===== src/rtl/twofish_pkg.sv =====
`default_nettype none
// +----------------------------------------------------------------------+
// | twofish_pkg                                                          |
// | Shared FSM states, schedule constants and rotate helpers.            |
// | Revision: 1.0                                                        |
// +----------------------------------------------------------------------+
package twofish_pkg;

  typedef enum logic [2:0] {
    S_IDLE  = 3'd0,
    S_WIN0  = 3'd1,
    S_WIN1  = 3'd2,
    S_ROUND = 3'd3,
    S_WOUT0 = 3'd4,
    S_WOUT1 = 3'd5,
    S_DONE  = 3'd6
  } tf_state_e;

  localparam int TF_ROUNDS    = 16;
  localparam int TF_WIN_PAIR  = 2;
  localparam int TF_WOUT_PAIR = 0;
  localparam int TF_RK_BASE   = 4;

  function automatic logic [31:0] rol1(input logic [31:0] x);
    return {x[30:0], x[31]};
  endfunction

  function automatic logic [31:0] ror1(input logic [31:0] x);
    return {x[0], x[31:1]};
  endfunction

endpackage
`default_nettype wire


===== src/rtl/twofish_dec_round.sv =====
`default_nettype none
// +----------------------------------------------------------------------+
// | twofish_dec_round                                                    |
// | Combinational single Twofish decryption round (F, rotates, swap).    |
// | Revision: 1.0                                                        |
// +----------------------------------------------------------------------+
module twofish_dec_round
  import twofish_pkg::*;
(
  input  logic [127:0] i_state,
  input  logic [31:0]  i_k_even,
  input  logic [31:0]  i_k_odd,
  input  logic [31:0]  i_s0,
  input  logic [31:0]  i_s1,
  output logic [127:0] o_state
);

  // Nibble tables of the q0/q1 permutations, entry n at bits [4n+3:4n].
  localparam logic [63:0] c_q0_t0 = 64'h4ACE95B023F6D718;
  localparam logic [63:0] c_q0_t1 = 64'hD9076A4F53218BCE;
  localparam logic [63:0] c_q0_t2 = 64'h17423F8C09D6E5AB;
  localparam logic [63:0] c_q0_t3 = 64'hAC5803B9E6214F7D;
  localparam logic [63:0] c_q1_t0 = 64'h5CA04913E67FDB82;
  localparam logic [63:0] c_q1_t1 = 64'h809F5AD673C4B2E1;
  localparam logic [63:0] c_q1_t2 = 64'hF3B28DE0A96157C4;
  localparam logic [63:0] c_q1_t3 = 64'hA802F746ED3C159B;

  function automatic logic [7:0] q_perm(input logic sel, input logic [7:0] x);
    logic [63:0] t0, t1, t2, t3;
    logic [3:0]  a1, b1, a2, b2, a3, b3, a4, b4;
    t0 = sel ? c_q1_t0 : c_q0_t0;
    t1 = sel ? c_q1_t1 : c_q0_t1;
    t2 = sel ? c_q1_t2 : c_q0_t2;
    t3 = sel ? c_q1_t3 : c_q0_t3;
    a1 = x[7:4] ^ x[3:0];
    b1 = x[7:4] ^ {x[0], x[3:1]} ^ {x[4], 3'b000};
    a2 = t0[{a1, 2'b00} +: 4];
    b2 = t1[{b1, 2'b00} +: 4];
    a3 = a2 ^ b2;
    b3 = a2 ^ {b2[0], b2[3:1]} ^ {a2[0], 3'b000};
    a4 = t2[{a3, 2'b00} +: 4];
    b4 = t3[{b3, 2'b00} +: 4];
    return {b4, a4};
  endfunction

  // GF(2^8) product modulo x^8+x^6+x^5+x^3+1.
  function automatic logic [7:0] gf_mul(input logic [7:0] a, input logic [7:0] c);
    logic [7:0] acc, v;
    acc = 8'h00;
    v   = a;
    for (int i = 0; i < 8; i++) begin
      if (c[i]) acc = acc ^ v;
      v = v[7] ? ({v[6:0], 1'b0} ^ 8'h69) : {v[6:0], 1'b0};
    end
    return acc;
  endfunction

  // Key-dependent S-boxes (s0 outer, s1 inner) followed by the MDS matrix.
  function automatic logic [31:0] g_fn(input logic [31:0] x, input logic [31:0] l0,
                                       input logic [31:0] l1);
    logic [7:0] y0, y1, y2, y3, z0, z1, z2, z3;
    y0 = q_perm(1'b1, q_perm(1'b0, q_perm(1'b0, x[7:0])   ^ l1[7:0])   ^ l0[7:0]);
    y1 = q_perm(1'b0, q_perm(1'b0, q_perm(1'b1, x[15:8])  ^ l1[15:8])  ^ l0[15:8]);
    y2 = q_perm(1'b1, q_perm(1'b1, q_perm(1'b0, x[23:16]) ^ l1[23:16]) ^ l0[23:16]);
    y3 = q_perm(1'b0, q_perm(1'b1, q_perm(1'b1, x[31:24]) ^ l1[31:24]) ^ l0[31:24]);
    z0 = y0 ^ gf_mul(y1, 8'hEF) ^ gf_mul(y2, 8'h5B) ^ gf_mul(y3, 8'h5B);
    z1 = gf_mul(y0, 8'h5B) ^ gf_mul(y1, 8'hEF) ^ gf_mul(y2, 8'hEF) ^ y3;
    z2 = gf_mul(y0, 8'hEF) ^ gf_mul(y1, 8'h5B) ^ y2 ^ gf_mul(y3, 8'hEF);
    z3 = gf_mul(y0, 8'hEF) ^ y1 ^ gf_mul(y2, 8'hEF) ^ gf_mul(y3, 8'h5B);
    return {z3, z2, z1, z0};
  endfunction

  logic [31:0] w_r0, w_r1, w_r2, w_r3;
  logic [31:0] w_t0, w_t1, w_f0, w_f1, w_n2, w_n3;

  assign {w_r3, w_r2, w_r1, w_r0} = i_state;

  assign w_t0 = g_fn(w_r0, i_s0, i_s1);
  assign w_t1 = g_fn({w_r1[23:0], w_r1[31:24]}, i_s0, i_s1);
  assign w_f0 = w_t0 + w_t1 + i_k_even;
  assign w_f1 = w_t0 + {w_t1[30:0], 1'b0} + i_k_odd;

  assign w_n2 = rol1(w_r2) ^ w_f0;
  assign w_n3 = ror1(w_r3 ^ w_f1);

  assign o_state = {w_r1, w_r0, w_n3, w_n2};

endmodule
`default_nettype wire


===== src/rtl/twofish_dec_sequencer.sv =====
`default_nettype none
// +----------------------------------------------------------------------+
// | twofish_dec_sequencer                                                |
// | Iterative Twofish block decryptor: whitening, 16 rounds, whitening.  |
// | Option: TWOFISH_DEC_SCRUB_EN clears the data registers after output. |
// | Revision: 1.0                                                        |
// +----------------------------------------------------------------------+
module twofish_dec_sequencer
  import twofish_pkg::*;
(
  input  logic         clk,
  input  logic         rst_n,
  input  logic         in_valid,
  output logic         in_ready,
  input  logic [127:0] in_data,
  input  logic [31:0]  s0,
  input  logic [31:0]  s1,
  output logic [4:0]   kidx,
  input  logic [63:0]  kpair,
  output logic         out_valid,
  input  logic         out_ready,
  output logic [127:0] out_data,
  output logic         busy
);

  tf_state_e    r_state, w_state_nxt;
  logic [31:0]  r_w0, r_w1, r_w2, r_w3;
  logic [3:0]   r_round;
  logic [127:0] w_round_out;

  twofish_dec_round u_round (
    .i_state  ({r_w3, r_w2, r_w1, r_w0}),
    .i_k_even (kpair[31:0]),
    .i_k_odd  (kpair[63:32]),
    .i_s0     (s0),
    .i_s1     (s1),
    .o_state  (w_round_out)
  );

  always_ff @(posedge clk or negedge rst_n) begin
    if (!rst_n) r_state <= S_IDLE;
    else        r_state <= w_state_nxt;
  end

  // kidx always addresses the pair consumed in the following cycle.
  always_comb begin
    w_state_nxt = r_state;
    kidx        = 5'(TF_WIN_PAIR);
    in_ready    = 1'b0;
    out_valid   = 1'b0;
    busy        = 1'b1;
    case (r_state)
      S_IDLE: begin
        in_ready = 1'b1;
        busy     = 1'b0;
        if (in_valid) w_state_nxt = S_WIN0;
      end
      S_WIN0: begin
        kidx        = 5'(TF_WIN_PAIR + 1);
        w_state_nxt = S_WIN1;
      end
      S_WIN1: begin
        kidx        = 5'(TF_RK_BASE + TF_ROUNDS - 1);
        w_state_nxt = S_ROUND;
      end
      S_ROUND: begin
        if (r_round == 4'd0) begin
          kidx        = 5'(TF_WOUT_PAIR);
          w_state_nxt = S_WOUT0;
        end else begin
          kidx = 5'(TF_RK_BASE - 1) + {1'b0, r_round};
        end
      end
      S_WOUT0: begin
        kidx        = 5'(TF_WOUT_PAIR + 1);
        w_state_nxt = S_WOUT1;
      end
      S_WOUT1: w_state_nxt = S_DONE;
      S_DONE: begin
        out_valid = 1'b1;
        if (out_ready) w_state_nxt = S_IDLE;
      end
      default: w_state_nxt = S_IDLE;
    endcase
  end

  always_ff @(posedge clk or negedge rst_n) begin
    if (!rst_n) begin
      r_w0    <= '0;
      r_w1    <= '0;
      r_w2    <= '0;
      r_w3    <= '0;
      r_round <= '0;
    end else begin
      case (r_state)
        S_IDLE: begin
          if (in_valid) {r_w3, r_w2, r_w1, r_w0} <= in_data;
        end
        S_WIN0: begin
          r_w0 <= r_w0 ^ kpair[31:0];
          r_w1 <= r_w1 ^ kpair[63:32];
        end
        S_WIN1: begin
          r_w2    <= r_w2 ^ kpair[31:0];
          r_w3    <= r_w3 ^ kpair[63:32];
          r_round <= 4'(TF_ROUNDS - 1);
        end
        S_ROUND: begin
          {r_w3, r_w2, r_w1, r_w0} <= w_round_out;
          if (r_round != 4'd0) r_round <= r_round - 4'd1;
        end
        S_WOUT0: begin
          // Undo the swap of the last round while whitening words 0 and 1.
          r_w0 <= r_w2 ^ kpair[31:0];
          r_w1 <= r_w3 ^ kpair[63:32];
          r_w2 <= r_w0;
          r_w3 <= r_w1;
        end
        S_WOUT1: begin
          r_w2 <= r_w2 ^ kpair[31:0];
          r_w3 <= r_w3 ^ kpair[63:32];
        end
        S_DONE: begin
`ifdef TWOFISH_DEC_SCRUB_EN
          if (out_ready) begin
            r_w0 <= '0;
            r_w1 <= '0;
            r_w2 <= '0;
            r_w3 <= '0;
          end
`endif
        end
        default: ;
      endcase
    end
  end

`ifdef TWOFISH_DEC_SCRUB_EN
  assign out_data = out_valid ? {r_w3, r_w2, r_w1, r_w0} : 128'd0;
`else
  assign out_data = {r_w3, r_w2, r_w1, r_w0};
`endif

endmodule
`default_nettype wire


===== config.mk =====
export PLATFORM = sky130hd
export DESIGN_NAME = twofish_dec_sequencer
export DESIGN_NICKNAME = d
export VERILOG_FILES = /design/src/rtl/twofish_pkg.sv /design/src/rtl/twofish_dec_round.sv /design/src/rtl/twofish_dec_sequencer.sv
export SDC_FILE = /design/constraint.sdc
export NUM_CORES = 2
export LEC_CHECK = 0
export BUFFER_PORTS_ARGS = -buffer_cell sky130_fd_sc_hd__buf_4
export CAP_MARGIN = 5
export CELL_PAD_IN_SITES_DETAIL_PLACEMENT = 0
export CELL_PAD_IN_SITES_GLOBAL_PLACEMENT = 1
export CORE_MARGIN = 5
export CORE_UTILIZATION = 43
export DETAILED_ROUTE_END_ITERATION = 6
export GPL_TIMING_DRIVEN = 0
export PLACE_DENSITY_LB_ADDON = 0.1
export SETUP_SLACK_MARGIN = 0.4
export SLEW_MARGIN = 20
export SYNTH_ARGS = -nofsm -noshare
export SYNTH_HDL_FRONTEND = slang
export SYNTH_SLANG_ARGS = --single-unit

===== constraint.sdc =====
create_clock -name clk -period 16.4 [get_ports clk]
set_input_delay 0.82 -clock clk [delete_from_list [all_inputs] [get_ports clk]]
set_output_delay 0.82 -clock clk [all_outputs]
set_load 0.1 [all_outputs]

==> impl_table.tex <==
\begin{tabular}{lr}
\hline
Metric & Value \\
\hline
\multicolumn{2}{l}{\textbf{Worst setup path}} \\
\quad Arrival @ worst endpoint & approximately 16 ns \\
\quad Startpoint-to-endpoint class of the critical path & reg2reg \\
\quad Number of cell instances on the worst register-to-register path & 64 \\
\quad Top Family by Delay on Critical Path & compound AO/OA/AOI/OAI gates \\
\quad CP max stage cell & sky130\_fd\_sc\_hd\_\_mux4\_2 \\
\quad Startpoint kind of the worst setup timing path & flop \\
\quad FF-to-FF setup slack & 0.77 ns \\
\quad Worst stage delay on the critical path & 0.61 ns \\
\quad Endpoint of the worst-slack reg-to-reg timing path & r\_w0[31]\$\_DFFE\_PN0P\_ \\
\quad Worst R2R Start & r\_w0[16]\$\_DFFE\_PN0P\_ \\
\quad Critical path required time & 16.77 ns \\
\quad Setup crit end kind & flop \\
\quad CP startpoint & r\_w0[16]\$\_DFFE\_PN0P\_ \\
\quad Number of buffers and inverters on the critical path & 9 \\
\quad Crit path max fanout & 10 \\
\quad Cell repeated most along the worst path & sky130\_fd\_sc\_hd\_\_a21o\_1 \\
\multicolumn{2}{l}{\textbf{Job}} \\
\quad Maximum Capacitance Violations & 0 \\
\multicolumn{2}{l}{\textbf{Global routing}} \\
\quad GR met3 Demand/Resource & 5.739\% \\
\quad GR met2 Demand/Resource & slightly below 50\% \\
\quad Vias in the first global route & 34350 \\
\quad Busiest layer in global routing & met2 \\
\quad First-pass GRT wire length & 220400 um \\
\quad Antenna violations before repair & 11 \\
\quad GRT Util Overall & 29.21\% \\
\quad Met1 usage & between 30 and 40\% \\
\quad Global route overflow & 0 \\
\quad Pin count of the biggest net entering global routing & 83 \\
\multicolumn{2}{l}{\textbf{Synth}} \\
\quad Sequential-to-total area share from yosys stat & 8.430\% \\
\quad Yosys reg bits & 135 \\
\quad Most frequent cell after synthesis & sky130\_fd\_sc\_hd\_\_xnor2\_1 \\
\quad List of most frequent post-synthesis cells & sky130\_fd\_sc\_hd\_\_xnor2\_1 (636), sky130\_fd\_sc\_hd\_\_inv\_1 (442), sky130\_fd\_sc\_hd\_\_nor2\_1 (396) \\
\quad Most used flip-flop cell after synthesis & sky130\_fd\_sc\_hd\_\_dfrtp\_1 \\
\quad Post-synth cell types & roughly 110 \\
\quad Mapped cell area & 40070 sq um \\
\quad Cells after Synth & between 4000 and 5000 \\
\quad Total of warnings raised by yosys & 0 \\
\quad Cell taking the most area after synthesis & sky130\_fd\_sc\_hd\_\_xnor2\_1 \\
\quad Number of enable-type register cells in the synthesized netlist & 0 \\
\quad Avg Inst Size Synth & 8.537 sq um \\
\quad Share of synthesized flip-flops with an asynchronous set or reset & 100.0\% \\
\quad Cells taking the most area after synthesis & sky130\_fd\_sc\_hd\_\_xnor2\_1 (14\%), sky130\_fd\_sc\_hd\_\_ha\_1 (12\%), sky130\_fd\_sc\_hd\_\_dfrtp\_1 (8.4\%) \\
\quad Fraction of synthesized cell area taken by the top area cell type & between 10 and 15\% \\
\quad Post-Syn Nets & 5401 \\
\multicolumn{2}{l}{\textbf{Floorplanning}} \\
\quad Die height & 315.3 um \\
\quad Core area & 92910 sq um \\
\quad Cell Rows & 112 \\
\quad I/O pin count & approximately 400 \\
\quad Initial Utilization & around 43\% \\
\quad Die outline area & 99400 sq um \\
\quad X dimension of the die & 315.3 um \\
\multicolumn{2}{l}{\textbf{Routing}} \\
\quad Count of nets left with antenna violations after detail routing & 0 \\
\quad Ratio of routed vias to standard cells & 5.611 \\
\quad First drt pass iteration count & 6 \\
\quad Residual DRC & 0 \\
\quad Routed wire length & 155100 um \\
\quad Via count & 36880 \\
\quad Drt initial violations & between 3000 and 4000 \\
\quad Drt wl/cell & between 20 and 25 um \\
\multicolumn{2}{l}{\textbf{STA}} \\
\quad Maximum clock frequency & 63.97 MHz \\
\quad Worst clock skew & 0.01357 ns \\
\quad Number of hold violations in the final report & 0 \\
\quad Portion of the clock cycle consumed by the worst path in the final layout & 95.32\% \\
\quad Transition time at the pin with the least slew margin & 1.139 ns \\
\quad Unrepaired setup endpoints after global routing & yes \\
\quad Count of final setup violators & 0 \\
\quad Relative slew slack & 24.07\% \\
\quad Post-layout min period & between 15 and 20 ns \\
\quad Max-slew violation count & 0 \\
\multicolumn{2}{l}{\textbf{Final layout}} \\
\quad Number of fill cells in the layout & 8688 \\
\quad Share of layout cells above drive strength 1 & 27.22\% \\
\quad Count of placed standard cells in the final layout, fillers left out & 6572 \\
\quad Sequential Area & about 3400 sq um \\
\quad Number of nets at the end of the flow & between 6000 and 7000 \\
\quad Layout overhead on the synthesized area & 26.48\% \\
\quad Multi-input combinational cell area & 37900 sq um \\
\multicolumn{2}{l}{\textbf{Clock network}} \\
\quad Number of levels in the clock H-tree & 4 \\
\quad Hold-fix buffer count after cts & 0 \\
\quad Number of clock buffers inserted by TritonCTS & 17 \\
\quad CTS tree & built \\
\quad Clock net sink count & 135 \\
\quad Bufs on Longest Clock Path & 2 \\
\quad Clk root buf & sky130\_fd\_sc\_hd\_\_clkbuf\_16 \\
\quad Post-CTS clock slew at the launch and capture registers of the worst setup and hold paths & 0.06 ns \\
\quad Worst skew pair latency & 0.46 ns \\
\multicolumn{2}{l}{\textbf{Placement}} \\
\quad GPL Wtd Cong & $\sim$0.98 \\
\quad Cells after DPL & between 6000 and 7000 \\
\quad Count of input and output buffers & 393 \\
\quad Half-perimeter wire length after detailed placement & 125700 um \\
\multicolumn{2}{l}{\textbf{Hold path}} \\
\quad Tightest Hold Check Type & in2async \\
\multicolumn{2}{l}{\textbf{Run status}} \\
\quad Outcome & finished, final reports clean \\
\hline
\end{tabular}
-- cell type report --
class | instances | share of cell area, %
clock buffer | 20 | 0.9010
sequential | 135 | 6.685
antenna | 3 | 0.01481
timing repair buffer | 589 | 8.926
multi-input combinational | 3918 | 74.77
inverter | 465 | 3.444
tap | 1254 | 3.096
buffer | 176 | 1.772
clock inverter | 12 | 0.3900
-- how the worst max path moves through the flow --
stage	end	slack, ns	depth (start not counted)
6_report	r_w0[31]$_DFFE_PN0P_	0.77	64
5_1_grt	r_w0[31]$_DFFE_PN0P_	0.21	76
4_1_cts	r_w1[29]$_DFFE_PN0P_	0.40	68
3_5_place_dp	r_w0[30]$_DFFE_PN0P_	-1.95	68
3_3_place_gp	r_w0[30]$_DFFE_PN0P_	-1.92	68
2_1_floorplan	r_w1[29]$_DFFE_PN0P_	0.43	68
-- timing repair --
action / 4_1_cts / 5_1_grt
cloned: 0 / 0
pin swaps: 34 / 121
setup endpoints to repair: 28 / 17
resized for setup: 234 / 370
setup buffers: 31 / 163
-- per-layer routing --
metal	vias to the layer above	wire, um
met1	17750	64560
met4	10	5969
li1	17530	-
met5	-	69
met2	1327	71230
met3	265	13220
-- state kept, by name, summed over array words and instances, names as in the netlist --
| signal | count |
|---|---|
| r_w0 | 32 |
| r_state | 3 |
| r_w1 | 32 |
| r_w2 | 32 |
| r_w3 | 32 |
| r_round | 4 |
-- per-stage QoR --
step	hold WS, ns	setup slack [ns]	util [%]	TNS (ns)	cell area, sq um
detailed placement	0.5787	-1.947	48.06	-21.03	44660
floorplan	0.5244	0.4327	-	0	40070
CTS	0.3980	0.4016	50.67	0	47070
finish	0.3817	0.7677	54.55	0	50680
global route	0.4168	0.2127	54.55	0	50680
global placement	0.5734	-1.919	48.00	-20.25	44590
-- kinds of logic (layout without fill, tap and decap cells) --
logic type | Yosys count | count (layout) | synth area share, %
xor gates and xnor gates | 1102 | 1102 | 29.18
AOI/OAI and AO/OA | 1057 | 1057 | 19.26
and+or+nand+nor | 974 | 974 | 11.38
buffers and inverters | 641 | 1262 | 6.294
adders and majority gates | 453 | 453 | 15.29
muxes | 332 | 332 | 10.17
DFF | 135 | 135 | 8.430
other | 0 | 3 | 0
-- cells in the final DEF (no fill, tap or decap), drive strengths merged, types with 24 or more instances in the layout --
| master | netlist | routed |
|---|---|---|
| nor2 | 398 | 398 |
| o22ai | 69 | 69 |
| mux2 | 54 | 54 |
| a31oi | 39 | 39 |
| xnor3 | 48 | 48 |
| clkbuf | 98 | 120 |
| a21oi | 219 | 219 |
| inv | 464 | 466 |
| mux4 | 45 | 45 |
| xnor2 | 716 | 716 |
| o21ai | 136 | 136 |
| buf | 78 | 665 |
| a22oi | 24 | 24 |
| or2 | 28 | 28 |
| and3 | 29 | 29 |
| o32ai | 46 | 46 |
| nand3 | 58 | 58 |
| a21o | 115 | 115 |
| and2 | 28 | 28 |
| nand2b | 36 | 36 |
| nor2b | 36 | 36 |
| xor2 | 328 | 328 |
| ha | 384 | 384 |
| o211ai | 29 | 29 |
| nand2 | 189 | 189 |
| nor3 | 92 | 92 |
| a211oi | 64 | 64 |
| dfrtp | 135 | 135 |
| fa | 63 | 63 |
| mux2i | 233 | 233 |
| o31ai | 40 | 40 |
| a221oi | 135 | 135 |
Power is left out: the tool's default activity adds up to more than one toggle a clock period on the data nets, which glitch-free logic cannot reach.
